## config.mk

```make
export PLATFORM = sky130hd
export DESIGN_NAME = imm_extender_pipe
export DESIGN_NICKNAME = d
export VERILOG_FILES = /design/src/rtl/imm_extender_pipe.sv
export SDC_FILE = /design/constraint.sdc
export NUM_CORES = 1
export LEC_CHECK = 0
export CAP_MARGIN = 20
export CELL_PAD_IN_SITES_DETAIL_PLACEMENT = 1
export CELL_PAD_IN_SITES_GLOBAL_PLACEMENT = 1
export CORE_ASPECT_RATIO = 2
export CORE_MARGIN = 2
export CORE_UTILIZATION = 33
export DETAILED_ROUTE_END_ITERATION = 7
export PLACE_DENSITY_LB_ADDON = 0.1
export SLEW_MARGIN = 20
export SYNTH_ARGS = -nofsm -noshare
export SYNTH_HDL_FRONTEND = slang
export SYNTH_SLANG_ARGS = --single-unit
export TNS_END_PERCENT = 1
```

## constraint.sdc

```tcl
create_clock -name clk -period 1.77 [get_ports clk]
set_clock_uncertainty 0.2 [all_clocks]
set_input_delay 0.177 -clock clk [delete_from_list [all_inputs] [get_ports clk]]
set_output_delay 0.177 -clock clk [all_outputs]
set_load 0.02 [all_outputs]
```

## src/rtl/imm_extender_pipe.sv

```systemverilog
// rtl/imm_extender_pipe.sv - registered immediate extender with 2-entry output FIFO
// Optional overflow flag for scaled mode built when IMM_EXT_OVF_EN is defined.
module imm_extender_pipe #(
    parameter int IN_W  = 3,
    parameter int OUT_W = 8,
    parameter int SHIFT = 1
) (
    input  logic             clk,
    input  logic             rst_n,
    input  logic             in_valid,
    output logic             in_ready,
    input  logic [IN_W-1:0]  in_imm,
    input  logic [1:0]       in_mode,
    output logic             out_valid,
    input  logic             out_ready,
    output logic [OUT_W-1:0] out_data,
    output logic             out_ovf
);

    logic [OUT_W-1:0] zext_val, sext_val, scaled_val, upper_val, ext_val;
    logic             push, pop;

    logic [OUT_W-1:0] data_q [2];
    logic [OUT_W-1:0] data_d [2];
    logic             head_q, head_d;
    logic             tail_q, tail_d;
    logic [1:0]       count_q, count_d;

    always_comb begin
        zext_val   = OUT_W'(in_imm);
        sext_val   = OUT_W'($signed(in_imm));
        scaled_val = sext_val << SHIFT;
        upper_val  = zext_val << (OUT_W - IN_W);
        unique case (in_mode)
            2'b00:   ext_val = zext_val;
            2'b01:   ext_val = sext_val;
            2'b10:   ext_val = scaled_val;
            default: ext_val = upper_val;
        endcase
    end

    assign in_ready  = (count_q != 2'd2);
    assign out_valid = (count_q != 2'd0);
    assign push      = in_valid && in_ready;
    assign pop       = out_valid && out_ready;
    assign out_data  = data_q[head_q];

    always_comb begin
        data_d  = data_q;
        head_d  = head_q;
        tail_d  = tail_q;
        count_d = count_q;
        if (push) begin
            data_d[tail_q] = ext_val;
            tail_d         = ~tail_q;
        end
        if (pop) begin
            head_d = ~head_q;
        end
        unique case ({push, pop})
            2'b10:   count_d = count_q + 2'd1;
            2'b01:   count_d = count_q - 2'd1;
            default: count_d = count_q;
        endcase
    end

    always_ff @(posedge clk) begin
        if (!rst_n) begin
            data_q  <= '{default: '0};
            head_q  <= 1'b0;
            tail_q  <= 1'b0;
            count_q <= 2'd0;
        end else begin
            data_q  <= data_d;
            head_q  <= head_d;
            tail_q  <= tail_d;
            count_q <= count_d;
        end
    end

`ifdef IMM_EXT_OVF_EN
    logic [OUT_W+SHIFT-1:0] wide_val;
    logic                   ext_ovf;
    logic                   ovf_q [2];
    logic                   ovf_d [2];

    // Overflow when the untruncated scaled value differs from its truncated, re-sign-extended form.
    always_comb begin
        wide_val = (OUT_W+SHIFT)'($signed(in_imm)) << SHIFT;
        ext_ovf  = (in_mode == 2'b10) &&
                   (wide_val != (OUT_W+SHIFT)'($signed(wide_val[OUT_W-1:0])));
        ovf_d = ovf_q;
        if (push) begin
            ovf_d[tail_q] = ext_ovf;
        end
    end

    always_ff @(posedge clk) begin
        if (!rst_n) begin
            ovf_q <= '{default: 1'b0};
        end else begin
            ovf_q <= ovf_d;
        end
    end

    assign out_ovf = ovf_q[head_q];
`else
    assign out_ovf = 1'b0;
`endif

endmodule

```

==> results of run 1 <==
## flip-flops by register name (all words and copies together) (netlist names)
signal	count
count_q	2
head_q	1
tail_q	1
data_q	14
## cell type report
cell class | instances | area (um2)
inverters | 2 | 7.51
flip-flops and latches | 18 | 363
repair buffers | 30 | 244
clock buffers | 3 | 41.3
fillers | 329 | 1510
multi-input cells | 74 | 505
well taps | 29 | 36.3
## metrics by stage
step                TNS (ns)  util [%]  total power, mW  hold slack, ns  instance area (um2)
floorplan                  0         -             1.00           0.139                  923
global placement    -0.00649      44.2             1.32           0.269                 1190
detailed placement   -0.0630      44.2             1.34           0.276                 1190
CTS                  -0.0442      45.6             1.59           0.285                 1230
global route               0      44.3             1.65           0.323                 1200
finish                     0      44.3             1.55           0.280                 1200
## path summary, 6_finish.rpt
kind | to | slack (ns) | depth (start not counted)
worst max-delay path | count_q[1] | 0.14 | 4
worst min-delay path | data_q[0] | 0.28 | 2
worst max register to register | count_q[1] | 0.14 | 4
worst min register to register | data_q[0] | 0.28 | 2
## critical path: stages, from the launching register on
cell and delay, ns:
dfxtp_2 0.36, o21a_1 0.20, ha_1 0.31, or3_1 0.34, a21oi_1 0.14
## power by group
| part | leakage, nW | internal [mW] | switching [mW] |
|---|---|---|---|
| Clock | 0.0216 | 0.151 | 0.132 |
| Combinational | 0.319 | 0.358 | 0.351 |
| Sequential | 0.148 | 0.487 | 0.0675 |
## cells in the final DEF, fill, tap and decap left out, types with 3 or more instances in the layout
master	synthesis	final
dfxtp_1	18	16
buf_4	3	11
a21oi_1	9	9
nand3_1	8	8
clkdlybuf4s50_1	0	8
clkbuf_2	0	8
nand2_1	7	7
mux2_2	7	7
o21ai_0	5	5
nor2_1	4	4
o221a_2	4	4
o21a_1	3	3
nor2b_1	3	3
a21boi_0	3	3
clkbuf_8	0	3
## layer usage
metal	routed length, um	global-route usage, %	vias up
li1	-	-	415
met1	906	19.5	388
met2	1370	29.5	16
met3	64	2.82	5
met4	47	8.39	0
met5	0	0	-
## what timing repair did
item,CTS,global route
pin swaps,0,0
hold endpoints to repair,0,0
resized for setup,15,11
setup endpoints to repair,9,9
setup buffers,0,0
## cells by family (layout without fill, tap and decap cells)
group / count (synthesis) / after routing / share of synthesized area, %
AO/OA/AOI/OAI: 30 / 30 / 22.5
XOR/XNOR: 4 / 4 / 3.84
flip-flops: 18 / 18 / 39.5
multiplexers: 8 / 8 / 9.74
other: 1 / 1 / 0.411
adder cells (fa/ha/maj): 1 / 1 / 1.37
AND/OR/NAND/NOR: 30 / 30 / 17.0
buffers and inverters: 10 / 35 / 5.62
==> metrics, run 1 <==
outcome completed; Final WS setup 0.138 ns; drt pass-1 iters 4; Max Cap Viol 0; worst-path maximum fanout 5; Iter 0 DRT Violations 5; global route overflow 0; RSZ-0062 raised after global routing false; row cnt 27; Port-buffer cells 18; via total after detailed routing 824; DRC errors left 0; Syn Inst Count 102; GP Congestion 0.823; largest area contributor in the netlist dfxtp_1; area of the core 0.00270 mm2; Worst-Skew Late Latency 0.25 ns; TritonCTS buffer count 3; largest net degree at the start of global routing 14; Starting Density 33.8%; FF+latch count, synth 18; root buf cell clkbuf_8; RR Startpoint count_q[0]; Yosys warning count 0; most numerous cell in the Yosys netlist dfxtp_1; Clock Sinks 18; clk buf depth 2; Tcrit/Tclk final 92.2%; Die W 41.2 um; Routed Antenna Nets 0; Final min period 1.63 ns; WL per Instance 15.3 um; ratio of cells with drive above 1 in the final layout 30.7%; first-pass GRT wire length 3930 um; Yosys top cell area share 39.5%; Distinct cells, synth 30; worst hold path type flop to flop; post-synthesis sequential area ratio 39.5%; mapped cell area 912 um2; CP endpoint kind flop; non-filler cells, final 156; Layout Nets 139; diodes inserted 0; Post-CTS Hold Fix Bufs 0; Leak 0.489 nW; synth top area cells dfxtp_1 (40%), mux2_2 (8.6%), a21oi_1 (4.9%); vias per cell 5.28; Fin. Hold Viols 0; total nets after synthesis 112; Placed Instances 153; # IOs 20; P per Cell Area 1290 mW/mm2; Post-synth top cells dfxtp_1 (18), a21oi_1 (9), nand3_1 (8); CTS tree yes; Worst VDD drop 0.512 mV; initial antenna violation count 0; nature of the critical path startpoint flop; DP HPWL 1920 um; HP Start data_q[0]; CTS clk-pin slew, worst paths 0.07 ns; pins over their slew limit 0; Setup WS pre-CTS -0.0330 ns; Area growth syn-to-layout 31.3%; critical path type flop to flop; Setup crit start count_q[0]; main flop type after synthesis dfxtp_1; Post-synth EDFFs 0; Total Wirelength 2390 um; vias in the first global route 877; All-Layer GR Usage 17.5%; Worst EP arrival 1.61 ns; Die Y 78.4 um; H-Tree Depth 1; ys async rst share 0%; f_max 0.613 GHz; Avg Cell Area, Syn 8.94 um2; CP required 1.75 ns; Final setup viols 0; die area 0.00323 mm2
Note: power is estimated with default switching activity, not from simulation.
==> run 2, diff against run 1 <==
--- a/config.mk
+++ b/config.mk
@@ -10,10 +10,9 @@
 export CELL_PAD_IN_SITES_GLOBAL_PLACEMENT = 1
 export CORE_ASPECT_RATIO = 2
 export CORE_MARGIN = 2
-export CORE_UTILIZATION = 33
+export CORE_UTILIZATION = 30
 export DETAILED_ROUTE_END_ITERATION = 7
 export PLACE_DENSITY_LB_ADDON = 0.1
-export SLEW_MARGIN = 20
 export SYNTH_ARGS = -nofsm -noshare
 export SYNTH_HDL_FRONTEND = slang
 export SYNTH_SLANG_ARGS = --single-unit
==> run 2 against run 1 <==
Net effect: sequential power about the same; count of clock-buffer cells in the layout rose by 1; flip-flop and latch count unchanged; die area increased by 9.2%; sequential share of layout area is 0.71 points lower; largest power group unchanged; highest routed layer unchanged.
==> metrics, run 2 (synthesis results as in run 1) <==
# IOs 20; Fin. Hold Viols 0; f_max 0.612 GHz; worst hold path type flop to flop; vias in the first global route 849; root buf cell clkbuf_8; Largest regs data_q (14), count_q (2); area of the core 0.00294 mm2; WL per Instance 14.7 um; first-pass GRT wire length 3920 um; Worst VDD drop 0.614 mV; nature of the critical path startpoint flop; Routed Antenna Nets 0; Iter 0 DRT Violations 8; GP Congestion 0.746; Slowest-stage cell, CP dfxtp_1; Area growth syn-to-layout 34.4%; Starting Density 31.0%; Setup WS pre-CTS -0.0132 ns; Setup Buffers After CTS 0; CP endpoint kind output pin; total power 1.61 mW; CTS tree yes; H-Tree Depth 1; Placed Instances 158; CTS clk-pin slew, worst paths 0.07 ns; Max Cap Viol 0; Port-buffer cells 18; P per Cell Area 1310 mW/mm2; critical path type flop to output pin; row cnt 28; Final WS setup 0.135 ns; most frequent cells in the layout dfxtp_1 (16), buf_4 (16), a21oi_1 (9); ratio of cells with drive above 1 in the final layout 33.3%; CTS resizes 16; HP Start data_q[4]; via total after detailed routing 853; Clock Sinks 18; DP HPWL 1950 um; max reg flops 14; outcome completed; TritonCTS buffer count 3; Post-CTS Hold Fix Bufs 0; non-filler cells, final 162; Total Wirelength 2390 um; largest net degree at the start of global routing 14; drt pass-1 iters 4; die area 0.00352 mm2; Largest Register data_q; vias per cell 5.27; RR Startpoint count_q[1]; CP required 1.39 ns; Final min period 1.63 ns; All-Layer GR Usage 15.5%; worst-path maximum fanout 4; Die W 43.0 um; Worst EP arrival 1.26 ns; Die Y 82.0 um; DRC errors left 0; Layout Nets 143; RSZ-0062 raised after global routing false; Worst-Skew Late Latency 0.26 ns; Setup TNS Final 0 ns; CP peak stage delay 0.35 ns; Tcrit/Tclk final 92.4%; clk buf depth 2; diodes inserted 0; pins over their slew limit 0; initial antenna violation count 0; critical-path cell list buf_4 > mux2_2 > clkbuf_2; Setup crit start head_q; Final setup viols 0; global route overflow 0; Leak 0.510 nW
-- run 2: critical path, delay by kind of cell, from the launching register on --
kind | cells | cell delay, ns
flip-flops | 1 | 0.35
buffers and inverters | 2 | 0.31
multiplexers | 1 | 0.34
-- run 2: stage by stage --
stage	hold slack (ns)	util, %	instance area (um2)
6_report	0.280	41.7	1230
5_1_grt	0.302	41.7	1230
4_1_cts	0.286	42.9	1260
3_5_place_dp	0.274	41.2	1210
3_3_place_gp	0.267	41.2	1210
2_1_floorplan	0.139	-	923
-- run 2: power breakdown --
group / switching [mW] / leakage [nW] / internal [mW]
combinational: 0.354 / 0.333 / 0.358
clock: 0.146 / 0.0288 / 0.198
sequential: 0.0663 / 0.148 / 0.487
-- run 2: layout make-up --
type | instances | area [um2]
clock buffer | 4 | 55.1
fill | 370 | 1720
sequential | 18 | 363
multi-input combinational | 74 | 505
tap | 30 | 37.5
timing repair buffer | 34 | 258
inverter | 2 | 7.51
-- run 2: worst paths after layout --
check	cells past startpoint	slack, ns	endpoint
worst max-delay path	3	0.14	out_data[4]
worst min-delay path	2	0.28	data_q[4]
worst max register to register	7	0.15	count_q[1]
worst min register to register	2	0.28	data_q[4]
-- run 2: routing by layer --
| layer | GRT usage (%) | part of all wire, % |
|---|---|---|
| met2 | 27.9 | 56 |
| met5 | 0 | 0 |
| met3 | 2.64 | 2.8 |
| met1 | 15.7 | 38 |
| met4 | 10.9 | 3.0 |
==> run 3, diff against run 2 <==
--- a/config.mk
+++ b/config.mk
@@ -5,7 +5,7 @@
 export SDC_FILE = /design/constraint.sdc
 export NUM_CORES = 1
 export LEC_CHECK = 0
-export CAP_MARGIN = 20
+export CAP_MARGIN = 10
 export CELL_PAD_IN_SITES_DETAIL_PLACEMENT = 1
 export CELL_PAD_IN_SITES_GLOBAL_PLACEMENT = 1
 export CORE_ASPECT_RATIO = 2
==> results of run 3 <==
Final layout, timing and power as in run 2 (identical DEF).
